===== src/rtl/score_pkg.sv =====
// rtl/score_pkg.sv - shared constants, state encoding and BCD helpers for the scoreboard
package score_pkg;

   // Active-low 7-segment patterns, bit order gfedcba
   localparam logic [6:0] SEG_0     = 7'b1000000;
   localparam logic [6:0] SEG_1     = 7'b1111001;
   localparam logic [6:0] SEG_2     = 7'b0100100;
   localparam logic [6:0] SEG_3     = 7'b0110000;
   localparam logic [6:0] SEG_4     = 7'b0011001;
   localparam logic [6:0] SEG_5     = 7'b0010010;
   localparam logic [6:0] SEG_6     = 7'b0000010;
   localparam logic [6:0] SEG_7     = 7'b1111000;
   localparam logic [6:0] SEG_8     = 7'b0000000;
   localparam logic [6:0] SEG_9     = 7'b0010000;
   localparam logic [6:0] SEG_BLANK = 7'b1111111;

   typedef enum logic {
      PLAY       = 1'b0,
      MATCH_OVER = 1'b1
   } state_t;

   // One BCD digit plus carry-in; returns {carry_out, digit}
   function automatic logic [4:0] bcd_inc(input logic [3:0] digit, input logic cin);
      if (!cin)
         return {1'b0, digit};
      if (digit >= 4'd9)
         return {1'b1, 4'd0};
      return {1'b0, digit + 4'd1};
   endfunction

   // Elaboration-time conversion of an integer to up to 8 packed BCD digits
   function automatic logic [31:0] to_bcd(input int value);
      logic [31:0] r;
      int          t;
      r = '0;
      t = value;
      for (int i = 0; i < 8; i++) begin
         r[i*4 +: 4] = 4'(t % 10);
         t           = t / 10;
      end
      return r;
   endfunction

endpackage


===== src/rtl/score_board_if.sv =====
// rtl/score_board_if.sv - round-result inputs and score/display outputs of the scoreboard
interface score_board_if #(
   parameter int NUM_PLAYERS = 2,
   parameter int DIGITS      = 2
);
   localparam int PW = (NUM_PLAYERS > 2) ? $clog2(NUM_PLAYERS) : 1;

   logic                            round_done;
   logic [PW-1:0]                   round_winner;
   logic                            round_draw;
   logic                            new_match;
   logic [NUM_PLAYERS*DIGITS*4-1:0] scores_bcd;
   logic [NUM_PLAYERS*DIGITS*7-1:0] hex_out;
   logic                            score_changed;
   logic                            match_over;
   logic [PW-1:0]                   match_winner;

   // Game logic side: reports round results, observes scores
   modport master (
      output round_done, round_winner, round_draw, new_match,
      input  scores_bcd, hex_out, score_changed, match_over, match_winner
   );

   // Scoreboard side
   modport slave (
      input  round_done, round_winner, round_draw, new_match,
      output scores_bcd, hex_out, score_changed, match_over, match_winner
   );
endinterface


===== src/rtl/seg7_decoder.sv =====
// rtl/seg7_decoder.sv - one BCD digit to an active-low 7-segment pattern
import score_pkg::*;

module seg7_decoder (
   input  logic [3:0] bcd,
   output logic [6:0] seg
);

   // Codes 10-15 cannot occur in a score register; they show "0"
   always_comb begin
      seg = SEG_0;
      case (bcd)
         4'd0:    seg = SEG_0;
         4'd1:    seg = SEG_1;
         4'd2:    seg = SEG_2;
         4'd3:    seg = SEG_3;
         4'd4:    seg = SEG_4;
         4'd5:    seg = SEG_5;
         4'd6:    seg = SEG_6;
         4'd7:    seg = SEG_7;
         4'd8:    seg = SEG_8;
         4'd9:    seg = SEG_9;
         default: seg = SEG_0;
      endcase
   end

endmodule


===== src/rtl/score_board.sv =====
// rtl/score_board.sv - multi-player BCD match scoreboard with match-end detection
import score_pkg::*;

module score_board #(
   parameter int NUM_PLAYERS = 2,
   parameter int DIGITS      = 2,
   parameter int WIN_SCORE   = 10
) (
   input  logic          clk,
   input  logic          clear_b,
   score_board_if.slave  bus
);

   localparam int              PW       = (NUM_PLAYERS > 2) ? $clog2(NUM_PLAYERS) : 1;
   localparam int              SW       = DIGITS * 4;
   localparam int              MAX_VAL  = (10 ** DIGITS) - 1;
   localparam logic [SW-1:0]   MAX_BCD  = {DIGITS{4'h9}};
   localparam logic [SW-1:0]   WIN_BCD  = SW'(to_bcd(WIN_SCORE));
   localparam bit              WIN_ON   = (WIN_SCORE != 0);

   if (WIN_SCORE > MAX_VAL) begin : g_bad_win_score
      $error("score_board: WIN_SCORE larger than the largest representable score");
   end

   state_t                          state;
   logic [NUM_PLAYERS*SW-1:0]       scores_q;
   logic                            changed_q;
   logic                            over_q;
   logic [PW-1:0]                   winner_q;

   logic                            winner_ok;
   logic [PW-1:0]                   idx;
   logic [SW-1:0]                   cur_score;
   logic [SW-1:0]                   next_score;
   logic                            carry;
   logic [4:0]                      inc_res;

   // Winner's score plus one, BCD ripple carry, holding at all-nines
   always_comb begin
      winner_ok  = ({{(32-PW){1'b0}}, bus.round_winner} < 32'(NUM_PLAYERS));
      idx        = winner_ok ? bus.round_winner : '0;
      cur_score  = scores_q[int'(idx)*SW +: SW];
      next_score = cur_score;
      carry      = 1'b1;
      inc_res    = '0;
      for (int d = 0; d < DIGITS; d++) begin
         inc_res               = bcd_inc(cur_score[d*4 +: 4], carry);
         next_score[d*4 +: 4]  = inc_res[3:0];
         carry                 = inc_res[4];
      end
      if (cur_score == MAX_BCD)
         next_score = cur_score;
   end

   // Match FSM and score registers; new_match outranks a same-edge round result
   always_ff @(posedge clk) begin
      if (!clear_b) begin
         state     <= PLAY;
         scores_q  <= '0;
         changed_q <= 1'b0;
         over_q    <= 1'b0;
         winner_q  <= '0;
      end else begin
         changed_q <= 1'b0;
         if (bus.new_match) begin
            state    <= PLAY;
            scores_q <= '0;
            over_q   <= 1'b0;
            winner_q <= '0;
         end else begin
            case (state)
               PLAY: begin
                  if (bus.round_done && !bus.round_draw && winner_ok) begin
                     scores_q[int'(idx)*SW +: SW] <= next_score;
                     changed_q                    <= 1'b1;
                     if (WIN_ON && (next_score == WIN_BCD)) begin
                        state    <= MATCH_OVER;
                        over_q   <= 1'b1;
                        winner_q <= bus.round_winner;
                     end
                  end
               end
               MATCH_OVER: begin
                  state <= MATCH_OVER;
               end
               default: state <= PLAY;
            endcase
         end
      end
   end

   assign bus.scores_bcd    = scores_q;
   assign bus.score_changed = changed_q;
   assign bus.match_over    = over_q;
   assign bus.match_winner  = winner_q;

   for (genvar g = 0; g < NUM_PLAYERS*DIGITS; g++) begin : g_seg
      seg7_decoder u_seg (
         .bcd (scores_q[g*4 +: 4]),
         .seg (bus.hex_out[g*7 +: 7])
      );
   end

endmodule

===== src/flat_wrapper.sv =====
// flat-port wrapper written by rule: the top's interface ports become plain ports
module score_board_flat 
#(
   parameter int NUM_PLAYERS = 2,
   parameter int DIGITS      = 2,
   parameter int WIN_SCORE   = 10
)
  (clk, clear_b, bus_round_done, bus_round_winner, bus_round_draw, bus_new_match, bus_scores_bcd, bus_hex_out, bus_score_changed, bus_match_over, bus_match_winner);
  score_board_if #(.NUM_PLAYERS(NUM_PLAYERS), .DIGITS(DIGITS)) bus_i ();
  input  logic clk;
  input  logic clear_b;
  input wire logic [$bits(bus_i.round_done)-1:0] bus_round_done;
  input wire logic [$bits(bus_i.round_winner)-1:0] bus_round_winner;
  input wire logic [$bits(bus_i.round_draw)-1:0] bus_round_draw;
  input wire logic [$bits(bus_i.new_match)-1:0] bus_new_match;
  output wire logic [$bits(bus_i.scores_bcd)-1:0] bus_scores_bcd;
  output wire logic [$bits(bus_i.hex_out)-1:0] bus_hex_out;
  output wire logic [$bits(bus_i.score_changed)-1:0] bus_score_changed;
  output wire logic [$bits(bus_i.match_over)-1:0] bus_match_over;
  output wire logic [$bits(bus_i.match_winner)-1:0] bus_match_winner;
  assign bus_i.round_done = bus_round_done;
  assign bus_i.round_winner = bus_round_winner;
  assign bus_i.round_draw = bus_round_draw;
  assign bus_i.new_match = bus_new_match;
  assign bus_scores_bcd = bus_i.scores_bcd;
  assign bus_hex_out = bus_i.hex_out;
  assign bus_score_changed = bus_i.score_changed;
  assign bus_match_over = bus_i.match_over;
  assign bus_match_winner = bus_i.match_winner;
  score_board #(.NUM_PLAYERS(NUM_PLAYERS), .DIGITS(DIGITS), .WIN_SCORE(WIN_SCORE)) u_core (.clk(clk), .clear_b(clear_b), .bus(bus_i));
endmodule

===== config.mk =====
export PLATFORM = sky130hd
export DESIGN_NAME = score_board_flat
export DESIGN_NICKNAME = d
export VERILOG_FILES = /design/src/rtl/score_pkg.sv /design/src/rtl/score_board_if.sv /design/src/rtl/seg7_decoder.sv /design/src/rtl/score_board.sv /design/src/flat_wrapper.sv
export SDC_FILE = /design/constraint.sdc
export NUM_CORES = 1
export LEC_CHECK = 0
export BUFFER_PORTS_ARGS = -buffer_cell sky130_fd_sc_hd__buf_2
export CORE_AREA = 2 2 93 95
export CTS_BUF_LIST = sky130_fd_sc_hd__clkbuf_16
export CTS_CLUSTER_DIAMETER = 200
export CTS_CLUSTER_SIZE = 24
export DETAILED_ROUTE_END_ITERATION = 6
export DIE_AREA = 0 0 95 97
export GPL_ROUTABILITY_DRIVEN = 0
export MAX_ROUTING_LAYER = met4
export PLACE_DENSITY = 0.44
export RECOVER_POWER = 50
export SYNTH_ARGS = -nofsm -noshare
export SYNTH_HDL_FRONTEND = slang
export SYNTH_HIERARCHICAL = 1
export SYNTH_SLANG_ARGS = --single-unit

===== constraint.sdc =====
create_clock -name clk -period 3 [get_ports clk]
set_input_delay 0.6 -clock clk [delete_from_list [all_inputs] [get_ports clk]]
set_output_delay 0.6 -clock clk [all_outputs]
set_load 0.01 [all_outputs]

==> results.json <==
{
  "fmax_ghz": 0.369,
  "synth-seq-cells": 20,
  "final_cell_mix": "34 x buf_2, 29 x clkbuf_1, 27 x nor2_1",
  "crit_arrival_ns": 2.89,
  "vias_per_cell": 4.61,
  "worstSetupPathType": "input pin to register",
  "async_flop_share_pct": 0,
  "clk_path_buf_depth": 2,
  "post-dp-hpwl_um": 3910,
  "final_util_pct": 29.3,
  "final_common_cell": "buf_2",
  "p_comb_share_pct": 13.9,
  "start_kind": "input pin",
  "rsz0062_at_grt": "no",
  "required_ns": 3.18,
  "register_area_um2": 400,
  "ctsHoldBuffers": 0,
  "overflow": 0,
  "synth_cell_type_count": 51,
  "crit_slowest_cell": "mux2i_1",
  "critPathCaptureType": "register",
  "placed_cell_area_um2": 2390,
  "grt_usage_pct": 11.3,
  "nets": 322,
  "highest_layer": "met4",
  "synthTopCellsByArea": "dfxtp_1 20%, ha_1 14%, mux2i_1 7.1%, nor2_1 5.1%, a21oi_1 4.3%",
  "cts_buffers": 3,
  "clock-sinks": 20,
  "worst_slew_pin_slew_ns": 0.673,
  "synth_nets": 262,
  "multi_input_area_um2": 1380,
  "dieArea_um2": 9220,
  "slew_headroom_pct": 55.2,
  "ys_warn_count": 6,
  "drive_gt1_share_pct": 20.8,
  "skew_ns": 0.00381,
  "p_seq_share_pct": 42.3,
  "status": "finished, final reports clean",
  "grt_pass1_wl_um": 8230,
  "synth-main-ff-cell": "dfxtp_1",
  "wl_met2_um": 2420,
  "setup_viol": 0,
  "cpMostUsedCell": "mux2i_1",
  "slew_viol_final": 0,
  "antenna_found_initial": 0,
  "path_cells": "buf_2 -> mux2i_1 -> inv_1 -> ha_1 -> nor2b_1 -> a21oi_4 -> nor4_1 -> o21bai_1 -> nor3_2 -> mux2i_1",
  "fin_tns_setup_ns": 0,
  "insertion_delay_ns": 0.25,
  "io_buffers": 52,
  "clkPwrFrac_pct": 43.8,
  "die_y_um": 97,
  "core_um2": 8130,
  "syn2layout_area_growth_pct": 20.3,
  "wl_per_cell_um": 12.7,
  "p_switching_uw": 159,
  "crit_fanout": 9,
  "cts_tree": "built",
  "ios": 53,
  "nFillCells": 892,
  "post-route-min-period_ns": 2.71,
  "route.antenna.remaining_nets": 0,
  "grt_pass1_vias": 1738,
  "powerDensity_nw_per_um2": 269,
  "yosysSeqAreaShare_pct": 20.2,
  "postCtsSetupBuffers": 0,
  "routed_wl_um": 5040,
  "leakage_uw": 0.000917,
  "pre_cts_slack_ns": 0.0490,
  "r2r_setup_slack_ns": 0.51,
  "ctsResizeCount": 0,
  "dr_wl_met3_um": 115,
  "p_int_uw": 483,
  "p_sw_share_pct": 24.7,
  "drc": 0,
  "first_iter_violations": 101,
  "syn-cell-area_um2": 1980,
  "avgSynthCellArea_um2": 8.48,
  "power_uw": 642,
  "grt_max_degree": 18,
  "fin_ws_ns": 0.291,
  "num_antenna_cells": 0,
  "synth_edf_count": 0,
  "cts.clk_slew.worst_paths_ns": 0.06,
  "post-route-period-util_pct": 90.3,
  "htree_num_levels": 1,
  "drv_cap": 0,
  "final_cell_area_um2": 2380,
  "yosysTopAreaCell": "dfxtp_1",
  "clockRootBuffer": "clkbuf_16",
  "synthCells": 234,
  "finalHoldViolations": 0,
  "ir_worst_vdd_mv": 0.266,
  "first_pass_iters": 7,
  "die_x_um": 95,
  "max_stage_delay_ns": 0.36,
  "wl_met1_um": 2440,
  "start_util_pct": 24.4,
  "yosys.area.top_type_share_pct": 20.2,
  "hp-class": "register to register",
  "fp-row-count": 33,
  "vias": 1834
}
## through the flow
stage	cells	hold slack (ns)
2_1_floorplan	234	0.434
3_3_place_gp	394	0.444
3_5_place_dp	394	0.450
4_1_cts	398	0.464
5_1_grt	398	0.481
6_report	398	0.461
## logic make-up (layout without fill, tap and decap cells)
group / count (synthesis) / after routing / share of synthesized area [%]
compound gates: 57 / 57 / 21.3
xor+xnor: 5 / 5 / 2.21
fa+ha+maj: 22 / 22 / 13.9
buf+inv: 32 / 91 / 9.21
flops: 20 / 20 / 20.2
mux: 18 / 18 / 10.2
simple gates: 80 / 80 / 23.0
## synthesized netlist by cell type, types with 5 or more instances
| cell type | n |
|---|---|
| a211oi_1 | 8 |
| a21oi_1 | 17 |
| buf_6 | 6 |
| dfxtp_1 | 20 |
| ha_1 | 22 |
| inv_1 | 18 |
| mux2i_1 | 14 |
| nand2_1 | 14 |
| nand2b_1 | 9 |
| nor2_1 | 27 |
| nor3b_1 | 6 |
| xnor2_1 | 5 |
## registers in the layout (all words and copies together) (netlist names)
signal	count
u_core/bus.match_over	1
u_core/bus.match_winner	1
u_core/bus.score_changed	1
u_core/bus.scores_bcd	16
u_core/state	1
## per-layer routing
layer | GRT usage (%) | vias to the layer above
met5 | - | -
met4 | 3.57 | 0
met3 | 1.48 | 4
met2 | 17.8 | 28
met1 | 14.8 | 860
li1 | - | 942
## worst max-delay path: cells and delay by family
kind	cells	cell delay (ns)
and+or+nand+nor	3	0.86
muxes	2	0.56
AOI/OAI and AO/OA	2	0.32
adders and majority gates	1	0.23
buffers and inverters	2	0.32
## power groups by stage
| stage | logic [uW] | clock network, uW | registers, uW |
|---|---|---|---|
| 6_report | 89.1 | 281 | 272 |
| 5_1_grt | 99.4 | 305 | 272 |
| 4_1_cts | 94.1 | 290 | 272 |
| 2_1_floorplan | 61.9 | 0 | 281 |
| 3_3_place_gp | 94.4 | 0 | 278 |
| 3_5_place_dp | 93.6 | 0 | 278 |
## area by class of cell
type / instances / area share, %
sequential: 20 / 16.8
inverter: 18 / 2.83
timing repair buffer: 69 / 13.6
clock inverter: 1 / 0.157
clock buffer: 3 / 3.15
multi-input combinational: 182 / 58.0
tap: 105 / 5.51
## worst paths after layout
check             cells after the start                             startpoint                                    to
setup / recovery                     10                       bus_round_winner  u_core/bus.match_winner$_SDFFE_PP0P_
hold / removal                        1                u_core/state$_SDFF_PP0_               u_core/state$_SDFF_PP0_
setup reg to reg                      9  u_core/bus.scores_bcd[8]$_SDFFE_PP0P_  u_core/bus.match_winner$_SDFFE_PP0P_
hold reg to reg                       1                u_core/state$_SDFF_PP0_               u_core/state$_SDFF_PP0_
Power figures use the tool's default switching activity.
